<file path="src/rtl/mult_pkg.sv">
// Shared types and helpers for the sequential shift-and-add multiplier.
package mult_pkg;

    typedef enum logic [1:0] {
        IDLE = 2'd0,
        CALC = 2'd1,
        DONE = 2'd2
    } state_e;

    localparam int unsigned DATA_WIDTH_DEF = 8;

    // Counter must hold values 0..w, so it needs clog2(w+1) bits.
    function automatic int unsigned cnt_width(input int unsigned w);
        return $clog2(w + 1);
    endfunction

endpackage

</file>
<file path="src/rtl/mult_addsub.sv">
// Combinational W-bit add/subtract used for the accumulator update.
module mult_addsub #(
    parameter int unsigned W = 9
) (
    input  logic [W-1:0] a_i,
    input  logic [W-1:0] b_i,
    input  logic         sub_i,
    output logic [W-1:0] sum_c_o
);

    assign sum_c_o = sub_i ? (a_i - b_i) : (a_i + b_i);

endmodule

</file>
<file path="src/rtl/seq_shift_add_mult.sv">
// Sequential shift-and-add multiplier, signed/unsigned, one W-cycle multiply
// in flight, valid/ready on both the operand and the result side.
module seq_shift_add_mult
    import mult_pkg::*;
#(
    parameter int unsigned DATA_WIDTH = DATA_WIDTH_DEF
) (
    input  logic                      i_clk,
    input  logic                      i_rst,
    input  logic                      i_in_valid,
    output logic                      o_in_ready,
    input  logic                      i_signed,
    input  logic [DATA_WIDTH-1:0]     i_multiplicand,
    input  logic [DATA_WIDTH-1:0]     i_multiplier,
    output logic                      o_out_valid,
    input  logic                      i_out_ready,
    output logic [2*DATA_WIDTH-1:0]   o_product,
    output logic                      o_busy
);

    localparam int unsigned W     = DATA_WIDTH;
    localparam int unsigned AW    = W + 1;
    localparam int unsigned PW    = 2 * W;
    localparam int unsigned CNT_W = cnt_width(DATA_WIDTH);

    state_e           state_q, state_d;
    logic [CNT_W-1:0] cnt_q, cnt_d;
    logic [W-1:0]     m_q, m_d;
    logic [W-1:0]     q_q, q_d;
    logic [AW-1:0]    acc_q, acc_d;
    logic             mode_q, mode_d;
    logic [PW-1:0]    product_q, product_d;
    logic             in_ready_q, in_ready_d;
    logic             out_valid_q, out_valid_d;
    logic             busy_q, busy_d;

    logic             last_c;
    logic [AW-1:0]    addend_c;
    logic [AW-1:0]    sum_c;
    logic [AW-1:0]    acc_add_c;
    logic [AW-1:0]    acc_sh_c;
    logic [W-1:0]     q_sh_c;

    // One iteration: conditional add (subtract for the signed sign bit), then shift {ACC,Q} right.
    assign last_c    = (cnt_q == CNT_W'(W - 1));
    assign addend_c  = mode_q ? {m_q[W-1], m_q} : {1'b0, m_q};
    assign acc_add_c = q_q[0] ? sum_c : acc_q;
    assign acc_sh_c  = {mode_q & acc_add_c[AW-1], acc_add_c[AW-1:1]};
    assign q_sh_c    = {acc_add_c[0], q_q[W-1:1]};

    mult_addsub #(
        .W (AW)
    ) u_addsub (
        .a_i     (acc_q),
        .b_i     (addend_c),
        .sub_i   (mode_q & last_c),
        .sum_c_o (sum_c)
    );

    always_comb begin
        state_d   = state_q;
        cnt_d     = cnt_q;
        m_d       = m_q;
        q_d       = q_q;
        acc_d     = acc_q;
        mode_d    = mode_q;
        product_d = product_q;

        unique case (state_q)
            IDLE: begin
                if (i_in_valid) begin
                    m_d     = i_multiplicand;
                    q_d     = i_multiplier;
                    acc_d   = '0;
                    mode_d  = i_signed;
                    cnt_d   = '0;
                    state_d = CALC;
                end
            end
            CALC: begin
                acc_d = acc_sh_c;
                q_d   = q_sh_c;
                cnt_d = cnt_q + CNT_W'(1);
                if (last_c) begin
                    product_d = {acc_sh_c[W-1:0], q_sh_c};
                    state_d   = DONE;
                end
            end
            DONE: begin
                if (i_out_ready) begin
                    state_d = IDLE;
                end
            end
            default: state_d = IDLE;
        endcase

        in_ready_d  = (state_d == IDLE);
        out_valid_d = (state_d == DONE);
        busy_d      = (state_d == CALC) || (state_d == DONE);
    end

    always_ff @(posedge i_clk) begin
        if (i_rst) begin
            state_q     <= IDLE;
            cnt_q       <= '0;
            m_q         <= '0;
            q_q         <= '0;
            acc_q       <= '0;
            mode_q      <= 1'b0;
            product_q   <= '0;
            in_ready_q  <= 1'b1;
            out_valid_q <= 1'b0;
            busy_q      <= 1'b0;
        end else begin
            state_q     <= state_d;
            cnt_q       <= cnt_d;
            m_q         <= m_d;
            q_q         <= q_d;
            acc_q       <= acc_d;
            mode_q      <= mode_d;
            product_q   <= product_d;
            in_ready_q  <= in_ready_d;
            out_valid_q <= out_valid_d;
            busy_q      <= busy_d;
        end
    end

    assign o_in_ready  = in_ready_q;
    assign o_out_valid = out_valid_q;
    assign o_product   = product_q;
    assign o_busy      = busy_q;

endmodule

</file>
<file path="config.mk">
export PLATFORM = sky130hd
export DESIGN_NAME = seq_shift_add_mult
export DESIGN_NICKNAME = d
export VERILOG_FILES = /design/src/rtl/mult_pkg.sv /design/src/rtl/mult_addsub.sv /design/src/rtl/seq_shift_add_mult.sv
export SDC_FILE = /design/constraint.sdc
export NUM_CORES = 1
export LEC_CHECK = 0
export ABC_AREA = 0
export CAP_MARGIN = 30
export CORE_MARGIN = 1.5
export CORE_UTILIZATION = 58
export CTS_CLUSTER_DIAMETER = 60
export DETAILED_ROUTE_END_ITERATION = 6
export PLACE_DENSITY = 0.85
export SYNTH_ARGS = -nofsm -noshare
export SYNTH_HDL_FRONTEND = slang
export SYNTH_SLANG_ARGS = --single-unit
</file>
<file path="constraint.sdc">
create_clock -name i_clk -period 7.49 [get_ports i_clk]
set_input_delay 1.498 -clock i_clk [delete_from_list [all_inputs] [get_ports i_clk]]
set_output_delay 1.498 -clock i_clk [all_outputs]
set_load 0.05 [all_outputs]
</file>
Word-level counts from Yosys, hierarchy flattened
Index checks and enable logic that the tools add are counted.
Word-level totals
  memories kept: 0
  output and inout port bits: 19
  bits in read-only memories: 0
  input bits: 21
  latch bits: 0
  register bits after elaboration: 51
  RAM bits: 0
  logic and storage cells: 41
Operators by class
  reduce and logical (&&, ||, !) cells: 7
  magnitude comparators: 0
  bitwise gates (word level): 2
  div/mod/pow operators: 0
  add/sub/neg operators: 3
  muxes and demuxes: 13
  multipliers: 0
  equal/unequal tests: 6
  shift operators: 0
Operator list (count)
  $mux 9: 4
  $pmux 9 s2: 1
  $pmux 8 s2: 1
  $add 9x9->9: 1
  $sub 9x9->9: 1
  $mux 8: 1
  $pmux 4 s2: 1
  $mux 2: 3
  $pmux 2 s3: 1
  $reduce_and 2->1: 3
  $add 4x1->4 const B: 1
  $eq 2x1->1 const B: 2
  $eq 2x2->1 const B: 2
  $eq 4x3->1 const B: 1
  $logic_not 2->1: 2
  $mux 4: 1
  $and 1x1->1: 2
  $ne 2x2->1 const B: 1
  $reduce_bool 2->1: 1
  $logic_or 1x1->1: 1

Logic depth before layout (Yosys ltp)
  depth in word-level cells: 6
  mapped depth: 12
  mapped depth without buffers: 12

By module
From an unflattened synthesis, not the netlist that was laid out.
Unflattened totals
  cell total of the unflattened synthesis: 314
  area, all modules: 2730.1 sq um
By module, submodules not included
  seq_shift_add_mult: sequential area each 1021.0 sq um, times used 1, area an instance 2207.1 sq um, cells an instance 245
  mult_addsub: sequential area each 0.0 sq um, times used 1, area an instance 523.0 sq um, cells an instance 69

Least setup slack after synthesis
Ideal clock, no wire load.
  path kind: input-to-reg
  start: input port i_in_valid
  end: register in_ready_q (netlist: o_in_ready)
  path slack: 4.851 ns
  cell stages on the path: 5
  arrival time: 2.515 ns
  buffers on the path: 1
  setup time: 0.123 ns
  required time: 7.367 ns
  cells stage by stage: and2_1 clkbuf_1 a21oi_1 ha_1 or2_2
Between the ends
  cells in the longest elaborated chain, start to end: 3
RTL lines
  start, declared: line seq_shift_add_mult.sv:10  | input logic i_in_valid,
  $mux 2: line seq_shift_add_mult.sv:71  | if (i_in_valid) begin
  $pmux 2 s3: line seq_shift_add_mult.sv:69  | unique case (state_q)
  $logic_not 2->1: line seq_shift_add_mult.sv:97  | in_ready_d = (state_d == IDLE);
  net in_ready_d: line seq_shift_add_mult.sv:33  | logic in_ready_q, in_ready_d;
  end signal, assigned: line seq_shift_add_mult.sv:122  | in_ready_q <= in_ready_d;
  end, declared: line seq_shift_add_mult.sv:33
The timed path passes the listed nets, and every way through them passes these cells.
A chain may end at the register's enable or synchronous reset.

Final worst setup path
  start: register product_q[14] (netlist: o_product[14])
  end: output port o_product[14]
RTL lines
  start, declared: line seq_shift_add_mult.sv:32  | logic [PW-1:0] product_q, product_d;
  start signal, assigned: line seq_shift_add_mult.sv:121  | product_q <= product_d;
  end, declared: line seq_shift_add_mult.sv:17  | output logic [2*DATA_WIDTH-1:0] o_product,
No word-level cell between the ends.

==> flow_summary.yaml <==
run_status:
  outcome: "completed"
global_routing:
  grt_pass1_vias: 2202
  grt_max_degree: 42
  grt_pass1_wl_um: 9756
  gr-usage-all-layers_pct: 24.17
  overflow: 0
  antenna_found_initial: 0
logic_synthesis:
  syn_avg_cell_area_um2: 8.152
  ys_ff_latch: 51
  ys_async_sr_fraction_pct: 0
  synth-compound-area-share_pct: 20.05
  ys_warn_count: 0
  synth_top_flop_cell: "dfxtp_1"
  synth_seq_area_share_pct: 37.95
  ys_top_cells_by_area: "dfxtp_1 (38%), a21oi_1 (7.8%), nand2_1 (6.7%), ha_1 (5.6%), nor2_1 (5.0%)"
  syn_inst: 330
  synthAdderAreaFrac_pct: 6.326
  synth.area.mux_share_pct: 0
  yosys.area.top_type_share_pct: 37.95
  synthTopCellsByCount: "dfxtp_1 (51), nand2_1 (48), a21oi_1 (42)"
  synth.distinct_cells: 50
  synth_top_family_by_area: "simple AND/OR/NAND/NOR gates"
  synth_most_common_cell: "dfxtp_1"
  synthesis.nets: 364
  synth.largest_area_cell: "dfxtp_1"
  yosys.area_share.simple_pct: 26.19
  synthXorXnorAreaFrac_pct: 2.884
  synth_edf_count: 0
  synth_area_um2: 2690
critical_path:
  startpoint: "o_product[14]"
  critPathArrivalTime_ns: 1.47
  path_class: "reg -> out"
  endpoint: "o_product[14]"
  path_depth: 1
  required_ns: 5.99
  worstPathCellList: "clkdlybuf4s50_1"
  cp_max_fo: 2
  cp-start-kind: "register"
  max_stage_delay_ns: 0.80
  cp_top_family: "buffers and inverters"
  cp.buffers_inverters: 1
  r2r_start: "cnt_q[0]"
  r2r_end: "acc_q[7]"
  endpoint_kind: "output port"
  r2r_slack_ns: 4.70
  reg2reg_depth: 11
  slowest_stage: "clkdlybuf4s50_1"
floorplanning:
  die_area_um2: 5056
  core_area_um2: 4414
  io_pins: 40
  num_rows: 24
  die_x_um: 71.11
  start_util_pct: 60.94
  die_y_um: 71.11
final_layout:
  diodes: 0
  multi_input_area_um2: 1491
  filler_cell_count: 360
  area_delta_synth_final_pct: 15.72
  nets: 395
  layout-drive-gt1-share_pct: 7.459
  seqCellArea_um2: 1021
timing:
  report.final.slew_viol_count: 0
  rsz0062_at_grt: "no"
  skew_ns: 0.01003
  worst_pin_slew_ns: 0.8424
  finalSetupViolCount: 0
  setup_tns_ns: 0
  slew_headroom_pct: 43.70
  layout_setup_ws_ns: 4.521
  hold_viol: 0
  fin_crit_ns: 2.969
  max_clock_freq_mhz: 336.8
  period_share_pct: 39.64
route:
  via_per_inst: 5.708
  dr_wl_met2_um: 2769
  wl_met3_um: 358
  drt_wl_total_um: 5787
  drtPass1Iterations: 4
  num_vias: 2363
  drt-initial-drc-count: 172
  wl_met1_um: 2598
  drc: 0
  final_antenna_net_count: 0
  avgRoutedWirePerCell_um: 13.98
  top_layer_used: "met4"
cts:
  cts_buffer_depth: 2
  path_clk_slew_ns: 0.10
  cts.sinks: 51
  cts_buffers: 5
  cts_tree: "built"
  cts_root_buffer: "clkbuf_8"
  clock_latency_ns: 0.32
  post_cts_buffers: 0
  htree_levels: 2
  cts-hold-fix-buffers: 0
  cts_resized: 0
power_and_ir_drop:
  seqPwrFrac_pct: 49.9
  peakVddDrop_mv: 0.1226
  power.switching_uw: 184.7
  swShare_pct: 31.19
  clkPwrFrac_pct: 27.0
  pwr_density_cell_nw_per_um2: 190.2
  comb_power_share_pct: 23.1
  power_leakage_uw: 0.001161
  p_int_uw: 407.5
placed_design:
  place.gp.congestion: 0.8223
  hpwl_um: 3963
  port_buffers: 39
  dp_slack_ns: 4.280
run:
  maxCapViolations: 0
hold_path:
  hold_path.class: "reg -> reg"
-- sequential cells by signal, indices dropped and copies added (netlist names) --
name         count
o_product       16
cnt_q            4
o_busy           1
q_q              8
m_q              8
state_q          2
acc_q            9
mode_q           1
o_out_valid      1
o_in_ready       1
-- layout by cell type (no fill, tap or decap), types with 4 or more instances in the layout --
| cell type | netlist | layout |
|---|---|---|
| dfxtp_1 | 51 | 51 |
| nand2_1 | 48 | 48 |
| a21oi_1 | 42 | 42 |
| clkdlybuf4s50_1 | 0 | 39 |
| nor2_1 | 36 | 36 |
| nor3_1 | 12 | 12 |
| ha_1 | 12 | 12 |
| o21ai_0 | 10 | 10 |
| inv_1 | 9 | 9 |
| nor2b_1 | 9 | 9 |
| nand3_1 | 9 | 9 |
| o21ai_1 | 7 | 7 |
| xnor2_1 | 6 | 6 |
| nand2b_1 | 5 | 5 |
| o21a_1 | 5 | 5 |
| a31oi_1 | 5 | 5 |
| clkbuf_8 | 3 | 5 |
| a211oi_1 | 4 | 4 |
| nand4_1 | 4 | 4 |
-- stage by stage --
step	cell area (um^2)	total power (uW)	hold slack, ns	utilization [%]	std cells
finish	3113	592.2	0.4583	70.52	414
global route	3113	625.7	0.4821	70.52	414
CTS	3113	594.0	0.4585	70.52	414
detailed placement	3024	436.4	0.4461	68.51	406
global placement	3024	432.4	0.4411	68.51	406
floorplan	2690	406.4	0.4421	-	330
-- layout make-up --
type | count | share of cell area, %
Multi-Input combinational cell | 252 | 47.91
Sequential cell | 51 | 32.80
Timing Repair Buffer | 42 | 13.26
Clock buffer | 5 | 2.211
Tap cell | 52 | 2.090
Inverter | 9 | 1.085
Clock inverter | 3 | 0.6431
-- worst min-delay path by stage --
| stage | start | to | slack [ns] | depth (start not counted) |
|---|---|---|---|---|
| finish | o_product[8] | o_product[8] | 0.46 | 2 |
| global route | o_product[2] | o_product[2] | 0.48 | 2 |
| CTS | o_product[8] | o_product[8] | 0.46 | 2 |
| detailed placement | o_product[8] | o_product[8] | 0.45 | 2 |
| global placement | o_product[1] | o_product[1] | 0.44 | 2 |
| floorplan | q_q[2] | o_product[1] | 0.44 | 2 |
-- metal layers --
| metal | global-route usage, % | vias up |
|---|---|---|
| li1 | - | 1206 |
| met1 | 31.11 | 1082 |
| met2 | 40.39 | 68 |
| met3 | 5.698 | 7 |
| met4 | 7.338 | 0 |
| met5 | 0 | - |
-- power by group through the flow --
stage | clock network, uW | logic [uW] | registers [uW]
2_1_floorplan | 0 | 107 | 300
3_3_place_gp | 0 | 131 | 301
3_5_place_dp | 0 | 135 | 302
4_1_cts | 163 | 136 | 295
5_1_grt | 175 | 153 | 298
6_report | 160 | 137 | 296
-- logic make-up after synthesis --
family / Yosys count
simple gates: 143
compound gates: 88
flops: 51
buf+inv: 27
fa+ha+maj: 13
xor+xnor: 8
(Power assumes the default switching activity.)
